[src/rtl/quad_gen.sv]
// Quadrature A/B generator: turns a (direction, step count) command into a
// paced Gray-code sequence, each phase held STEP_CYCLES clocks.
module quad_gen #(
    parameter int STEP_CYCLES = 16,
    parameter int COUNT_WIDTH = 8
) (
    input  logic                   clk,
    input  logic                   reset,
    input  logic                   cmd_valid,
    output logic                   cmd_ready,
    input  logic                   cmd_dir,
    input  logic [COUNT_WIDTH-1:0] cmd_steps,
    output logic                   enc_a,
    output logic                   enc_b,
    output logic                   busy,
    output logic                   done
);
    localparam int TW = $clog2(STEP_CYCLES + 1);
    localparam logic [TW-1:0] TIMER_TERM = TW'(STEP_CYCLES - 1);

    typedef enum logic {IDLE, RUN} state_t;

    state_t                 state_q, state_d;
    logic                   dir_q, dir_d;
    logic [1:0]             phase_q, phase_d;
    logic [COUNT_WIDTH-1:0] remaining_q, remaining_d;
    logic [TW-1:0]          timer_q, timer_d;
    logic                   busy_q, busy_d;
    logic                   done_q, done_d;
    logic                   zero_pend_q, zero_pend_d;
    logic                   enc_a_q, enc_a_d;
    logic                   enc_b_q, enc_b_d;
    logic                   accept;

    assign accept = cmd_valid && (state_q == IDLE);

    always_comb begin
        state_d     = state_q;
        dir_d       = dir_q;
        phase_d     = phase_q;
        remaining_d = remaining_q;
        timer_d     = timer_q;
        busy_d      = busy_q;
        done_d      = 1'b0;
        zero_pend_d = 1'b0;
        case (state_q)
            IDLE: begin
                // A zero-step command reports completion one cycle after acceptance.
                done_d = zero_pend_q;
                if (accept) begin
                    dir_d = cmd_dir;
                    if (cmd_steps == '0) begin
                        zero_pend_d = 1'b1;
                    end else begin
                        remaining_d = cmd_steps;
                        timer_d     = '0;
                        busy_d      = 1'b1;
                        state_d     = RUN;
                    end
                end
            end
            RUN: begin
                if (timer_q == TIMER_TERM) begin
                    timer_d = '0;
                    if (remaining_q != '0) begin
                        phase_d     = dir_q ? phase_q + 2'd1 : phase_q - 2'd1;
                        remaining_d = remaining_q - COUNT_WIDTH'(1);
                    end else begin
                        // Final hold elapsed: finish without moving the phase.
                        busy_d  = 1'b0;
                        done_d  = 1'b1;
                        state_d = IDLE;
                    end
                end else begin
                    timer_d = timer_q + TW'(1);
                end
            end
            default: state_d = IDLE;
        endcase
        // Gray mapping p=0..3 -> {a,b} = 00,10,11,01.
        enc_a_d = phase_d[1] ^ phase_d[0];
        enc_b_d = phase_d[1];
    end

    always_ff @(posedge clk) begin
        if (reset) begin
            state_q     <= IDLE;
            dir_q       <= 1'b0;
            phase_q     <= 2'd0;
            remaining_q <= '0;
            timer_q     <= '0;
            busy_q      <= 1'b0;
            done_q      <= 1'b0;
            zero_pend_q <= 1'b0;
            enc_a_q     <= 1'b0;
            enc_b_q     <= 1'b0;
        end else begin
            state_q     <= state_d;
            dir_q       <= dir_d;
            phase_q     <= phase_d;
            remaining_q <= remaining_d;
            timer_q     <= timer_d;
            busy_q      <= busy_d;
            done_q      <= done_d;
            zero_pend_q <= zero_pend_d;
            enc_a_q     <= enc_a_d;
            enc_b_q     <= enc_b_d;
        end
    end

    assign cmd_ready = (state_q == IDLE);
    assign enc_a     = enc_a_q;
    assign enc_b     = enc_b_q;
    assign busy      = busy_q;
    assign done      = done_q;
endmodule

[config.mk]
export PLATFORM = sky130hd
export DESIGN_NAME = quad_gen
export DESIGN_NICKNAME = d
export VERILOG_FILES = /design/src/rtl/quad_gen.sv
export SDC_FILE = /design/constraint.sdc
export NUM_CORES = 1
export LEC_CHECK = 0
export CAP_MARGIN = 20
export CORE_ASPECT_RATIO = 1.25
export CORE_MARGIN = 3
export CORE_UTILIZATION = 53
export DETAILED_ROUTE_END_ITERATION = 7
export GPL_ROUTABILITY_DRIVEN = 0
export MAX_ROUTING_LAYER = met4
export PLACE_DENSITY = 0.78
export SYNTH_ARGS = -nofsm -noshare
export SYNTH_HDL_FRONTEND = slang
export SYNTH_SLANG_ARGS = --single-unit
[constraint.sdc]
create_clock -name clk -period 2.1 [get_ports clk]
set_input_delay 0.42 -clock clk [delete_from_list [all_inputs] [get_ports clk]]
set_output_delay 0.42 -clock clk [all_outputs]
set_load 0.05 [all_outputs]
After elaboration in Yosys (flattened, before gate mapping)
Cells that the tools add are included.
{"block": "word_totals", "output_inout_bits": 5, "in_bits": 12, "wordCells": 58, "ff_bits": 22}
{"block": "op_classes", "n_addsub": 4, "n_reduce_logical": 8, "muxes": 27, "n_eq_ne": 6, "n_bitwise": 3}
{"cell": "8-bit two-way mux", "n": 4}
{"cell": "8-bit one-hot mux with 2 select lines", "n": 1}
{"cell": "5-bit two-way mux", "n": 3}
{"cell": "1-bit two-way mux", "n": 11}
{"cell": "5-bit one-hot mux with 2 select lines", "n": 1}
{"cell": "8-bit zero test", "n": 1}
{"cell": "2-bit two-way mux", "n": 4}
{"cell": "4-bit AND reduction", "n": 2}
{"cell": "8-bit nonzero test", "n": 1}
{"cell": "8-bit by 1-bit subtractor with 8-bit output, second input constant", "n": 1}
{"cell": "2-bit by 1-bit inequality test with 1-bit output, second input constant", "n": 3}
{"cell": "1-bit one-hot mux with 2 select lines", "n": 3}
{"cell": "5-bit by 1-bit adder with 5-bit output, second input constant", "n": 1}
{"cell": "5-bit by 4-bit equality test with 1-bit output, second input constant", "n": 1}
{"cell": "2-bit inequality test, second input constant", "n": 2}
{"cell": "2-bit AND reduction", "n": 2}
{"cell": "3-bit OR reduction", "n": 1}
{"cell": "2-bit by 1-bit adder with 2-bit output, second input constant", "n": 1}
{"cell": "1-bit inverter", "n": 2}
{"cell": "2-bit by 1-bit subtractor with 2-bit output, second input constant", "n": 1}
{"cell": "1-bit logical AND", "n": 1}
{"cell": "1-bit XOR", "n": 1}

Longest topological paths before layout
{"block": "depth", "ltp_word": 6, "mapped_depth": 7, "mapped_depth_nobuf": 6}

Least setup slack after synthesis
Ideal clock, no wire load.
{"block": "synth_path", "path_type": "register to register", "from": "reg remaining_q[0]", "to": "reg enc_a_q (netlist: enc_a)", "path_slack_ns": 0.374, "synth_period_minus_slack_ns": 1.726, "path_stages_with_launch": 7, "setup_time_ns": 0.123, "t_arrival_ns": 1.602, "path_cell_list": "dfxtp_1 > inv_1 > ha_1 > nor3b_1 > a211o_4 > mux2i_1 > mux2_1"}
{"block": "synth_between", "elab_chain_len": 5}
{"item": "start: declaration", "line": "26", "source": "logic [COUNT_WIDTH-1:0] remaining_q, remaining_d;"}
{"item": "start signal: assignment", "line": "101", "source": "remaining_q <= remaining_d;"}
{"item": "8-bit nonzero test", "line": "65", "source": "if (remaining_q != '0) begin"}
{"item": "2-bit two-way mux", "line": "65"}
{"item": "2-bit two-way mux", "line": "63", "source": "if (timer_q == TIMER_TERM) begin"}
{"item": "2-bit two-way mux", "line": "46", "source": "case (state_q)"}
{"item": "1-bit XOR", "line": "81", "source": "enc_a_d = phase_d[1] ^ phase_d[0];"}
{"item": "end signal: assignment", "line": "106", "source": "enc_a_q <= enc_a_d;"}
{"item": "end: declaration", "line": "31", "source": "logic enc_a_q, enc_a_d;"}
No other way between the ends.
A chain may end at the register's enable or synchronous reset.

Worst setup path in the final report
{"block": "layout_path", "from": "reg enc_b_q (netlist: enc_b)", "to": "out enc_b"}
{"item": "start: declaration", "line": "32", "source": "logic enc_b_q, enc_b_d;"}
{"item": "start signal: assignment", "line": "107", "source": "enc_b_q <= enc_b_d;"}
{"item": "end: declaration", "line": "14", "source": "output logic enc_b,"}
No word-level cell between the ends.

==> reports/results.ini <==
[yosys]
yosysMostFrequentCell = dfxtp_1
synth_nets = 148
yosysTopAreaCell = dfxtp_1
yosysSeqAreaShare = 0.355
async_flop_share = 0
synth_edf_count = 0
ys.flop_type = dfxtp_1
avgSynthCellArea_um2 = 8.90
synth.top_cell.area_share = 0.355
ys_warn_count = 0
synth_area_leaders = dfxtp_1 36%, a21oi_1 7.2%, o32ai_1 3.7%
syn_area_um2 = 1180
synth.ff_latch_count = 21
synth_common_cells = 21 x dfxtp_1, 17 x a21oi_1, 8 x nand2_1, 8 x nor2_1, 6 x nand3_1
yosysUniqueCellTypes = 50
synthCells = 133

[power]
powerDensity_nw_per_um2 = 691
p_leak_uw = 0.000559
peakVddDrop_mv = 0.475
finalPower_uw = 1020

[detailed_routing]
ant_nets = 0
route.met3.wl_um = 108
post_drt_wl_per_cell_um = 14.8
wl_met2_um = 1440
highest_layer = met4
first_iter_violations = 23
vias = 1104
vias_per_cell = 5.84
postRouteWirelength_um = 2800
drc_errors = 0
dr.pass1.iters = 4
wirelength_met1_um = 1200

[finish]
nets = 175
area_delta_synth_final_pct = 25.1
largestRegisters = remaining_q x8, timer_q x5
final_cells = 189
largest-register = remaining_q
final_core_util = 0.722
final_cell_area_um2 = 1480
drive_gt1_frac = 0.208
diodes = 0
largest_register_ff_count = 8

[timing]
fin_crit_sh = 0.931
period_minus_slack_ns = 1.96
tns_ns = 0
tightest_slew_ns = 0.501
clock_skew_ns = 0.00440
setup_viol = 0
hold_viol_final = 0
slew_violations = 0
max_freq_mhz = 511
slew_headroom = 0.665
rsz0062_at_grt = false

[clock_tree]
cts-root-buf = clkbuf_4
clockBufferDepth = 2
clk_pin_slew_ns = 0.12
cts.repair.resized = 0
cts_setup_buffers = 0
clk_latency_ns = 0.31
h-tree-depth = 1
cts_sinks = 21
cts_hold_buf = 0
cts_tree = done
cts_made_buffers = 3

[worst_setup_path]
cp_num_cells = 1
end_kind = output pin
crit_path_start_kind = flip-flop
reg2reg_from = remaining_q[0]
cp_slowest_cell = clkdlybuf4s50_1
cp_cell_sequence = clkdlybuf4s50_1
crit_fanout = 5
arrival_ns = 1.54
startpoint = enc_b
crit_type = reg -> out
crit_buf_inv = 1
rr_worst_depth = 6
slowest_delay_ns = 0.83
path_delay_family = buffers and inverters
cp_data_required_time_ns = 1.68

[global_route]
antenna_found_initial = 0
track_usage = 0.237
grt_pass1_wl_um = 4710
grt_start_max_net_pins = 18
grt_pass1_vias = 1123
grt_overflow = 0

[run]
cap_violations = 0

[placement]
dpl.hpwl_um = 2140
placedInstanceArea_um2 = 1450
port_buffers = 16
dpl.cell_count = 185

[run_status]
outcome = completed

[hold_path]
min_path_cells = 2
hold_class = reg -> reg
hp-start = zero_pend_q

[floorplanning]
dieArea_um2 = 2840
core_area_um2 = 2050
start_util = 0.578
row_count = 18
die_w_um = 48.3
io_pins = 17
die_height_um = 58.8

worst paths after layout:
kind	endpoint	slack, ns
max reg2reg	enc_a	0.17
max	enc_b	0.14
min reg2reg	done	0.49
min	done	0.49
layer usage:
layer | vias to the layer above | track usage
met1 | 520 | 0.277
li1 | 554 | -
met3 | 5 | 0.0336
met4 | 0 | 0.115
met2 | 25 | 0.379
met5 | - | -
report_power, final:
group / leakage, uW / internal (uW) / switching, uW
logic: 0.000373 / 172 / 191
registers: 0.000171 / 427 / 27.8
clock network: 0.0000150 / 74.3 / 130
total: 0.000559 / 673 / 349
final cells by class:
type,instances,area [um2]
Fill cell,156,569
Inverter,4,15.0
Tap cell,30,37.5
Sequential cell,21,420
Clock buffer,4,26.3
Timing Repair Buffer,30,275
Multi-Input combinational cell,100,706
worst register-to-register path, cell delays in order (launching register included):
cell and delay, ns:
dfxtp_1 0.42, inv_1 0.10, ha_1 0.21, nor3b_1 0.16
a211o_4 0.41, mux2i_1 0.20, mux2_1 0.33
placed cells by master, fill, tap and decap left out, types with 2 or more instances in the layout:
cell             synthesis  routed
a21oi_1                 17      17
nor3b_1                  3       3
clkbuf_4                 0       3
a211oi_2                 2       2
o32ai_1                  5       5
nand2_1                  8       8
nor2_1                   8       8
nand3_1                  6       6
o21ai_2                  2       2
mux2i_1                  2       2
and4b_1                  2       2
clkdlybuf4s50_1          0      15
nor3_1                   3       3
nand2b_1                 4       4
ha_1                     3       3
or4_4                    2       2
o21ai_0                  2       2
nor2b_1                  2       2
inv_1                    4       4
dfxtp_1                 21      21
a31oi_1                  2       2
buf_4                    1      14
and3_1                   2       2
logic make-up after synthesis:
group	after synthesis	share of synthesized area
AND/OR/NAND/NOR	49	0.254
AO/OA/AOI/OAI	43	0.270
flip-flops	21	0.355
buffers and inverters	12	0.0486
multiplexers	3	0.0264
adder cells (fa/ha/maj)	3	0.0317
XOR/XNOR	2	0.0148
stage by stage:
step	hold WS, ns	worst slack [ns]
3_5_place_dp	0.470	-0.0844
3_3_place_gp	0.451	-0.0432
5_1_grt	0.536	0.0196
6_report	0.489	0.144
2_1_floorplan	0.446	0.374
4_1_cts	0.489	0.131
Note: power is estimated with default switching activity, not from simulation.
